--- config.mk ---
export PLATFORM = sky130hd
export DESIGN_NAME = scale_sequencer
export DESIGN_NICKNAME = d
export VERILOG_FILES = /design/src/rtl/scale_sequencer.sv
export SDC_FILE = /design/constraint.sdc
export NUM_CORES = 1
export LEC_CHECK = 0
export CAP_MARGIN = 25
export CELL_PAD_IN_SITES_DETAIL_PLACEMENT = 2
export CELL_PAD_IN_SITES_GLOBAL_PLACEMENT = 2
export CORE_MARGIN = 5
export CORE_UTILIZATION = 35
export DETAILED_ROUTE_END_ITERATION = 7
export PLACE_DENSITY = 0.88
export SLEW_MARGIN = 20
export SYNTH_ARGS = -nofsm -noshare
export SYNTH_HDL_FRONTEND = slang
export SYNTH_SLANG_ARGS = --single-unit
--- constraint.sdc ---
create_clock -name clk -period 3 [get_ports clk]
set_input_delay 0.75 -clock clk [delete_from_list [all_inputs] [get_ports clk]]
set_output_delay 0.75 -clock clk [all_outputs]
set_load 0.1 [all_outputs]
--- src/rtl/scale_sequencer.sv ---
// scale_sequencer: steps through the notes enabled in a latched switch mask,
// sounding each for BEAT_CYCLES clocks followed by GAP_CYCLES clocks of silence.
// Order is ascending, or ascending-then-descending (C5 sounded once), with
// optional looping sampled live at each sequence end.
//
// Handshake: start is a level sampled only in IDLE; it is accepted when
// start=1, stop=0 and sw!=0 on the same edge. stop aborts from any non-IDLE
// state on the next edge and takes priority over start and sequence end.
// done is a single-cycle pulse in the first IDLE cycle after a non-looping
// sequence completes.
module scale_sequencer #(
  parameter int unsigned BEAT_CYCLES = 12500000,
  parameter int unsigned GAP_CYCLES  = 1250000,
  parameter int unsigned CNT_W       = 32
) (
  input  logic       clk,
  input  logic       rst,
  input  logic       start,
  input  logic       stop,
  input  logic [7:0] sw,
  input  logic       updown,
  input  logic       loop,
  output logic [7:0] note_en,
  output logic [2:0] step_idx,
  output logic       busy,
  output logic       done
);

  typedef enum logic [1:0] {
    ST_IDLE = 2'd0,
    ST_SEEK = 2'd1,
    ST_PLAY = 2'd2,
    ST_GAP  = 2'd3
  } state_t;

  // Terminal counts; the counter runs 0..N-1 inside each timed state.
  localparam logic [CNT_W-1:0] BEAT_LAST = CNT_W'(BEAT_CYCLES - 32'd1);
  localparam logic [CNT_W-1:0] GAP_LAST  =
    CNT_W'((GAP_CYCLES > 32'd0) ? (GAP_CYCLES - 32'd1) : 32'd0);

  // Direction encoding: 0 = up (towards C5), 1 = down (towards C4).
  localparam logic DIR_UP   = 1'b0;
  localparam logic DIR_DOWN = 1'b1;

  // State is kept visible as a typed signal so checkers can bind to it.
  state_t           state_q, state_d;
  logic [2:0]       idx_q, idx_d;
  logic             dir_q, dir_d;
  logic [7:0]       mask_q, mask_d;
  logic             updown_q, updown_d;
  logic [CNT_W-1:0] cnt_q, cnt_d;
  logic [7:0]       note_en_q, note_en_d;
  logic             done_q, done_d;

  // Advance decision for the current index/direction.
  logic [2:0] adv_idx;
  logic       adv_dir;
  logic       adv_end;

  // Registered state with synchronous reset.
  always_ff @(posedge clk) begin
    if (rst) begin
      state_q   <= ST_IDLE;
      idx_q     <= 3'd0;
      dir_q     <= DIR_UP;
      mask_q    <= 8'h00;
      updown_q  <= 1'b0;
      cnt_q     <= '0;
      note_en_q <= 8'h00;
      done_q    <= 1'b0;
    end else begin
      state_q   <= state_d;
      idx_q     <= idx_d;
      dir_q     <= dir_d;
      mask_q    <= mask_d;
      updown_q  <= updown_d;
      cnt_q     <= cnt_d;
      note_en_q <= note_en_d;
      done_q    <= done_d;
    end
  end

  // Where the next note lies; at the top an up/down run turns around at 6
  // so C5 is not repeated.
  always_comb begin
    adv_idx = idx_q;
    adv_dir = dir_q;
    adv_end = 1'b0;
    if (dir_q == DIR_UP) begin
      if (idx_q != 3'd7) begin
        adv_idx = idx_q + 3'd1;
      end else if (updown_q) begin
        adv_idx = 3'd6;
        adv_dir = DIR_DOWN;
      end else begin
        adv_end = 1'b1;
      end
    end else begin
      if (idx_q != 3'd0) begin
        adv_idx = idx_q - 3'd1;
      end else begin
        adv_end = 1'b1;
      end
    end
  end

  // Next-state and output logic for the sequencer FSM.
  always_comb begin
    logic adv;
    adv       = 1'b0;
    state_d   = state_q;
    idx_d     = idx_q;
    dir_d     = dir_q;
    mask_d    = mask_q;
    updown_d  = updown_q;
    cnt_d     = cnt_q;
    note_en_d = note_en_q;
    done_d    = 1'b0;

    case (state_q)
      ST_IDLE: begin
        note_en_d = 8'h00;
        if (start && !stop && (sw != 8'h00)) begin
          mask_d   = sw;
          updown_d = updown;
          idx_d    = 3'd0;
          dir_d    = DIR_UP;
          cnt_d    = '0;
          state_d  = ST_SEEK;
        end
      end
      ST_SEEK: begin
        if (mask_q[3'd7 - idx_q]) begin
          state_d   = ST_PLAY;
          cnt_d     = '0;
          note_en_d = 8'h80 >> idx_q;
        end else begin
          adv = 1'b1;
        end
      end
      ST_PLAY: begin
        if (cnt_q == BEAT_LAST) begin
          note_en_d = 8'h00;
          cnt_d     = '0;
          if (GAP_CYCLES == 32'd0) begin
            adv = 1'b1;
          end else begin
            state_d = ST_GAP;
          end
        end else begin
          cnt_d = cnt_q + 1'b1;
        end
      end
      ST_GAP: begin
        if (cnt_q == GAP_LAST) begin
          cnt_d = '0;
          adv   = 1'b1;
        end else begin
          cnt_d = cnt_q + 1'b1;
        end
      end
      default: begin
        state_d   = ST_IDLE;
        note_en_d = 8'h00;
      end
    endcase

    // Move to the next note, or finish/loop the sequence.
    if (adv) begin
      cnt_d = '0;
      if (!adv_end) begin
        idx_d   = adv_idx;
        dir_d   = adv_dir;
        state_d = ST_SEEK;
      end else if (loop) begin
        idx_d   = 3'd0;
        dir_d   = DIR_UP;
        state_d = ST_SEEK;
      end else begin
        idx_d   = 3'd0;
        dir_d   = DIR_UP;
        state_d = ST_IDLE;
        done_d  = 1'b1;
      end
    end

    // Abort overrides everything else that happened this cycle.
    if (stop && (state_q != ST_IDLE)) begin
      state_d   = ST_IDLE;
      idx_d     = 3'd0;
      dir_d     = DIR_UP;
      cnt_d     = '0;
      note_en_d = 8'h00;
      done_d    = 1'b0;
    end
  end

  assign note_en  = note_en_q;
  assign step_idx = idx_q;
  assign busy     = (state_q != ST_IDLE);
  assign done     = done_q;

endmodule

==> results_dict.tcl <==
set metrics [dict create \
    hold_ws_ns 0.467 \
    wl_met3_um 313 \
    clockBufferDepth 2 \
    dp_cells 534 \
    wirelength_mm 11.7 \
    crit_arrival_ns 3.04 \
    skew_ns 0.00786 \
    p_leak_uw 0.00125 \
    ctsRootBufferMaster "clkbuf_8" \
    yosysWarnings 0 \
    hpwl_mm 8.86 \
    die_x_um 105 \
    die-area_um2 11100 \
    synthAdderAreaFrac_pct 4.71 \
    instances_no_fill 542 \
    drc 0 \
    netlist_area_um2 3190 \
    path_class "primary input to flip-flop" \
    rr_startpoint "cnt_q[8]" \
    setup_tns_ns 0 \
    synth.top_cell.area_share_pct 35.2 \
    finalCritPeriodShare_pct 93.8 \
    ys_types 52 \
    n_fill_cell 1016 \
    avgSynthCellArea_um2 8.01 \
    p_seq_share_pct 38.2 \
    clock_latency_ns 0.32 \
    worstHoldPathCells 2 \
    p_per_area_nw_per_um2 565 \
    start_util_pct 36.2 \
    num_rows 34 \
    setup_viol 0 \
    synth_top_family_by_area "simple AND/OR/NAND/NOR gates" \
    p_int_uw 1190 \
    grt_pass1_vias 3621 \
    grt_max_degree 24 \
    slew_violations 0 \
    critical_path_peak_fanout 23 \
    start_kind "primary input" \
    cts_sinks 56 \
    hold_viol 0 \
    met2_wirelength_mm 6.08 \
    fmax_mhz 355 \
    synth_xor_area_share_pct 0.275 \
    drtAntennaViolNets 0 \
    irDropWorstVdd_mv 0.224 \
    maxCapViolCount 0 \
    worst-path-buf-inv 3 \
    syn-num-nets 424 \
    path_clk_slew_ns 0.11 \
    port_buffers 26 \
    synthFlopType "dfxtp_1" \
    nets 459 \
    routed_via_density 6.07 \
    grt_pass1_wl_mm 19.5 \
    synth_compound_area_share_pct 19.8 \
    comb_power_share_pct 41.5 \
    ff2ff_setup_slack_ns 0.22 \
    synth_mux_area_share_pct 2.67 \
    diodes 0 \
    top_layer "met4" \
    core_um2 8810 \
    dr.pass1.iters 4 \
    cts_tree "built" \
    final_layout_size_suffix_gt1_share_pct 14.3 \
    routedWlPerCell_um 21.7 \
    place_congestion 0.782 \
    yosysMostFrequentCell "nand2_1" \
    drtIter0Drc 107 \
    worstPathCellList "clkdlybuf4s50_1 > or4_1 > o21ai_1 > a22o_1 > buf_4 > nor3_1 > buf_2 > a32o_1" \
    grt.total_usage_pct 21.7 \
    slowest_delay_ns 0.57 \
    synth_area_leader_cell "dfxtp_1" \
    vias 3290 \
    sw_frac_of_total_pct 43.5 \
    tightest_slew_ns 0.703 \
    slew-limit-headroom_pct 53.2 \
    worstHoldPathType "flip-flop to flip-flop" \
    synth_seq_cells 56 \
    area_growth_pct 16.5 \
    cp-end-kind "flip-flop" \
    slowest_stage "or4_1" \
    min_from "note_en[1]" \
    synthCells 398 \
    antenna_found_initial 0 \
    async_reset_ff_share_pct 0 \
    layout_min_cycle_time_ns 2.82 \
    num_io_pins 27 \
    die_height_um 105 \
    crit_family "buffers and inverters" \
    hold_end "note_en[1]" \
    synth.area.top_cells "dfxtp_1 35%, nand2_1 7.1%, a21oi_1 6.1%" \
    reg2regPathDepth 9 \
    synth_commonest_cells "60 x nand2_1, 56 x dfxtp_1, 39 x a21oi_1, 38 x nand3_1, 20 x nor2_1" \
    outcome "finished, final reports clean" \
    switchingPower_uw 914 \
    cts_buffers 5 \
    reg2reg_to "cnt_q[5]" \
    htree_num_levels 2 \
    met1_length_mm 5.09 \
    rsz0062_at_grt "false" \
    crit_required_ns 3.22 \
    grt_overflow 0 \
    seq_area_frac_synth_pct 35.2 \
    yosys.area_share.simple_pct 32.8 \
    synth-edff-count 0 \
    clock_power_share_pct 20.3 \
]
[how the worst max path moves through the flow]
| stage | depth (start not counted) | slack (ns) | endpoint | startpoint |
|---|---|---|---|---|
| final | 8 | 0.18 | cnt_q[5] | sw[3] |
| after CTS | 8 | 0.04 | cnt_q[5] | cnt_q[8] |
| after global routing | 9 | 0.06 | cnt_q[2] | cnt_q[8] |
| after global placement | 7 | -0.30 | cnt_q[18] | start |
| after detailed placement | 8 | -0.30 | cnt_q[3] | sw[3] |
| after floorplan | 7 | 0.17 | cnt_q[22] | step_idx[0] |
[metal layers]
metal | vias up | track usage [%]
li1 | 1553 | -
met1 | 1663 | 26.2
met2 | 53 | 39.4
met3 | 21 | 3.24
met4 | 0 | 6.84
met5 | - | 0
[flip-flops by register name, summed over array words and instances (netlist names)]
register,flops
cnt_q,32
mask_q,8
note_en,8
step_idx,3
state_q,2
dir_q,1
done,1
updown_q,1
[power by group through the flow]
stage | clock (µW) | sequential [µW] | combinational [µW]
3_3_place_gp | 0 | 813 | 803
5_1_grt | 471 | 806 | 937
6_report | 426 | 802 | 871
4_1_cts | 446 | 803 | 869
2_1_floorplan | 0 | 872 | 510
3_5_place_dp | 0 | 821 | 857
[tightest hold or removal path: stages (launching register included)]
cell	delay, ns
dfxtp_1	0.32
nand2_1	0.05
a21oi_1	0.05
[area by class of cell]
class	count	area [µm²]	area share [%]
Timing Repair Buffer	51	413	11.1
Clock inverter	3	18.8	0.505
Tap cell	108	135	3.64
Sequential cell	56	1120	30.2
Multi-Input combinational cell	311	1930	51.9
Clock buffer	5	68.8	1.85
Inverter	8	30.0	0.808
[cell usage in the layout (no fill, tap or decap), drive strengths merged, types with 8 or more instances in the layout]
| master | instances |
|---|---|
| a21oi | 39 |
| a32o | 10 |
| nor2 | 20 |
| dfxtp | 56 |
| nand4 | 12 |
| nor3 | 15 |
| nand2 | 60 |
| inv | 8 |
| nand3 | 38 |
| and3 | 9 |
| o21ai | 17 |
| buf | 38 |
| ha | 12 |
| a31oi | 8 |
| clkdlybuf4s50 | 13 |
[logic make-up after synthesis]
group | Yosys count
multiplexers | 6
flip-flops | 56
XOR/XNOR | 1
AND/OR/NAND/NOR | 195
buffers and inverters | 31
adder cells (fa/ha/maj) | 12
AO/OA/AOI/OAI | 97
[repair_timing]
item                                    CTS  global route
endpoints found under the setup margin    0             6
setup buffers                             0             0
hold buffers                              0             0
resized for setup                         0             2
[per-stage QoR]
stage	worst slack, ns	util (%)	area (µm²)	total power [µW]
6_report	0.185	42.2	3720	2100
5_1_grt	0.0636	42.2	3720	2210
4_1_cts	0.0450	42.1	3710	2120
3_5_place_dp	-0.298	41.1	3620	1680
3_3_place_gp	-0.298	41.0	3610	1620
2_1_floorplan	0.174	-	3190	1380
No activity file was read; power rests on OpenSTA's default activity.
==> RTL edit, RTL diff (same settings) <==
The 4 states of `state_t` get a one-hot encoding in 4 bits.
--- a/src/rtl/scale_sequencer.sv
+++ b/src/rtl/scale_sequencer.sv
@@ -28,7 +28,7 @@
 
-  typedef enum logic [1:0] {
-    ST_IDLE = 2'd0,
-    ST_SEEK = 2'd1,
-    ST_PLAY = 2'd2,
-    ST_GAP  = 2'd3
+  typedef enum logic [3:0] {
+    ST_IDLE = 4'b0001,
+    ST_SEEK = 4'b0010,
+    ST_PLAY = 4'b0100,
+    ST_GAP  = 4'b1000
   } state_t;
Function: no difference found for any inputs over 10 cycles, from zero or initial values and one cycle with rst high; not proved beyond that.
==> RTL edit against the unedited design <==
- area after synthesis decreased by 1.1%
- setup slack gained 34 ps
- sequential share of layout area grew 1.2 points
- global-route usage is 0.84 points lower
- routed wire length down 4.1%
- sequential cell count is 2 higher
- count of clock-buffer cells in the layout up 5
- clock skew increased by 2.5 ps
- final area fell by 0.44%
Power is not compared: it rests on default switching activity, and its combinational part moved more than twofold at a synthesized area within 25%.
==> RTL edit: results (changes against the unedited design) <==
Global routing
  – M1 GR Usage: 25.21% (-0.98 points)
  – First-pass GRT wire length: 18.57 mm (-4.7%)
  – Met2 global-route usage: 36.51% (-2.9 points)
  – Met3 GRT Util: 3.576% (+0.34 points)
  – Number of global-route vias before repair: 3,566 (-1.5%)

Synthesis
  – Seq cells post-synth: 58 (+3.6%)
  – Mux cell area share after synthesis: 2.659% (-0.0090 points)
  – Commonest cells in the netlist: dfxtp_1 (58), nand2_1 (56), a21oi_1 (45)
  – Synth cell types: 53 (+1.9%)
  – Compound-Gate Fraction of Synth Area: 21.11% (+1.3 points)
  – Sequential area share after synthesis: 36.83% (+1.7 points)
  – Post-Synth XOR/XNOR Area: 0.8333% (+0.56 points)
  – Syn_nets: 422 (-0.47%)
  – Post-Synth Adder-Cell Area: 2.381% (-2.3 points)

Critical path
  – Slowest CP cell: dfxtp_1
  – Arrival time at the worst endpoint: 3030 ps (about the same)
  – Critical path class: reg -> reg
  – Critical Path Stages: 9 (+1)
  – CP top delay family: simple AND/OR/NAND/NOR gates
  – CP max stage delay: 460 ps (-110 ps)

Timing
  – Tightest Pin Transition: 731.7 ps (+29.23 ps)
  – Final worst-path cycle share: 92.72% (-1.1 points)
  – Final hold slack: 462.9 ps (-3.711 ps)

Placement
  – Place WS: 25.42 ps (+323.2 ps)
  – Placer congestion estimate: 0.7412 (-5.2%)
  – Cell count after placement: 528 (-1.1%)
  – Placed instance area: 3512 µm² (-3.1%)
  – Final HPWL from detailed placement: 7.941 mm (-10%)

Cells and area
  – Final cell count without fillers: 544 (+0.37%)
  – Sequential share of cell area: 31.38% (+1.2 points)
  – Data buffer area share: 9.131% (-2.0 points)
  – Number of multi-input logic gates: 315 (+1.3%)
  – Clock buffers: 10 (+5)
  – Area of the multi-input gates: 1851 µm² (-4.1%)
  – Clk tree area frac: 5.005% (+2.6 points)
  – Final nets: 451 (-1.7%)

Outcome
  – Status: finished, final reports clean

Worst hold path
  – Hold path start: mask_q[0]

Route
  – Iteration-0 DRC Markers: 179 (+67%)
  – Vias: 3,223 (-2.0%)

Clocking
  – Clk pin slew, worst setup/hold paths: 70 ps (-40 ps)

Floorplan
  – Area of the core: 8763 µm² (-0.48%)
==> RTL edit: changes by cell type in the layout (fill, tap and decap cells not counted), moves of 5 or more <==
cell,change
buf_4,-12
ha_1,-6
a211oi_1,+5
a21o_1,+6
nand2_1,-5
nor2_1,+16
a32o_1,-10
a22o_1,+5
a311oi_1,-5
or3_1,+6
nand3_1,-19
a21oi_1,+7
==> RTL edit: layer usage <==
metal / vias up / share of wire [%]
li1: 1529 / -
met1: 1607 / 44
met2: 67 / 50
met3: 20 / 3.2
met4: 0 / 2.2
met5: - / 0
==> RTL edit: power groups by stage <==
stage	clock network, µW	logic (µW)	registers [µW]
floorplan	0	87.7	800
global placement	0	131	803
detailed placement	0	138	805
CTS	735	140	787
global route	770	149	788
finish	723	139	787
==> RTL edit: through the flow <==
step           total power (µW)  utilization [%]
2_1_floorplan             888.1                -
3_5_place_dp              942.1            40.08
6_report                   1649            42.22
5_1_grt                    1707            42.22
4_1_cts                    1662            42.19
3_3_place_gp              934.5            40.08
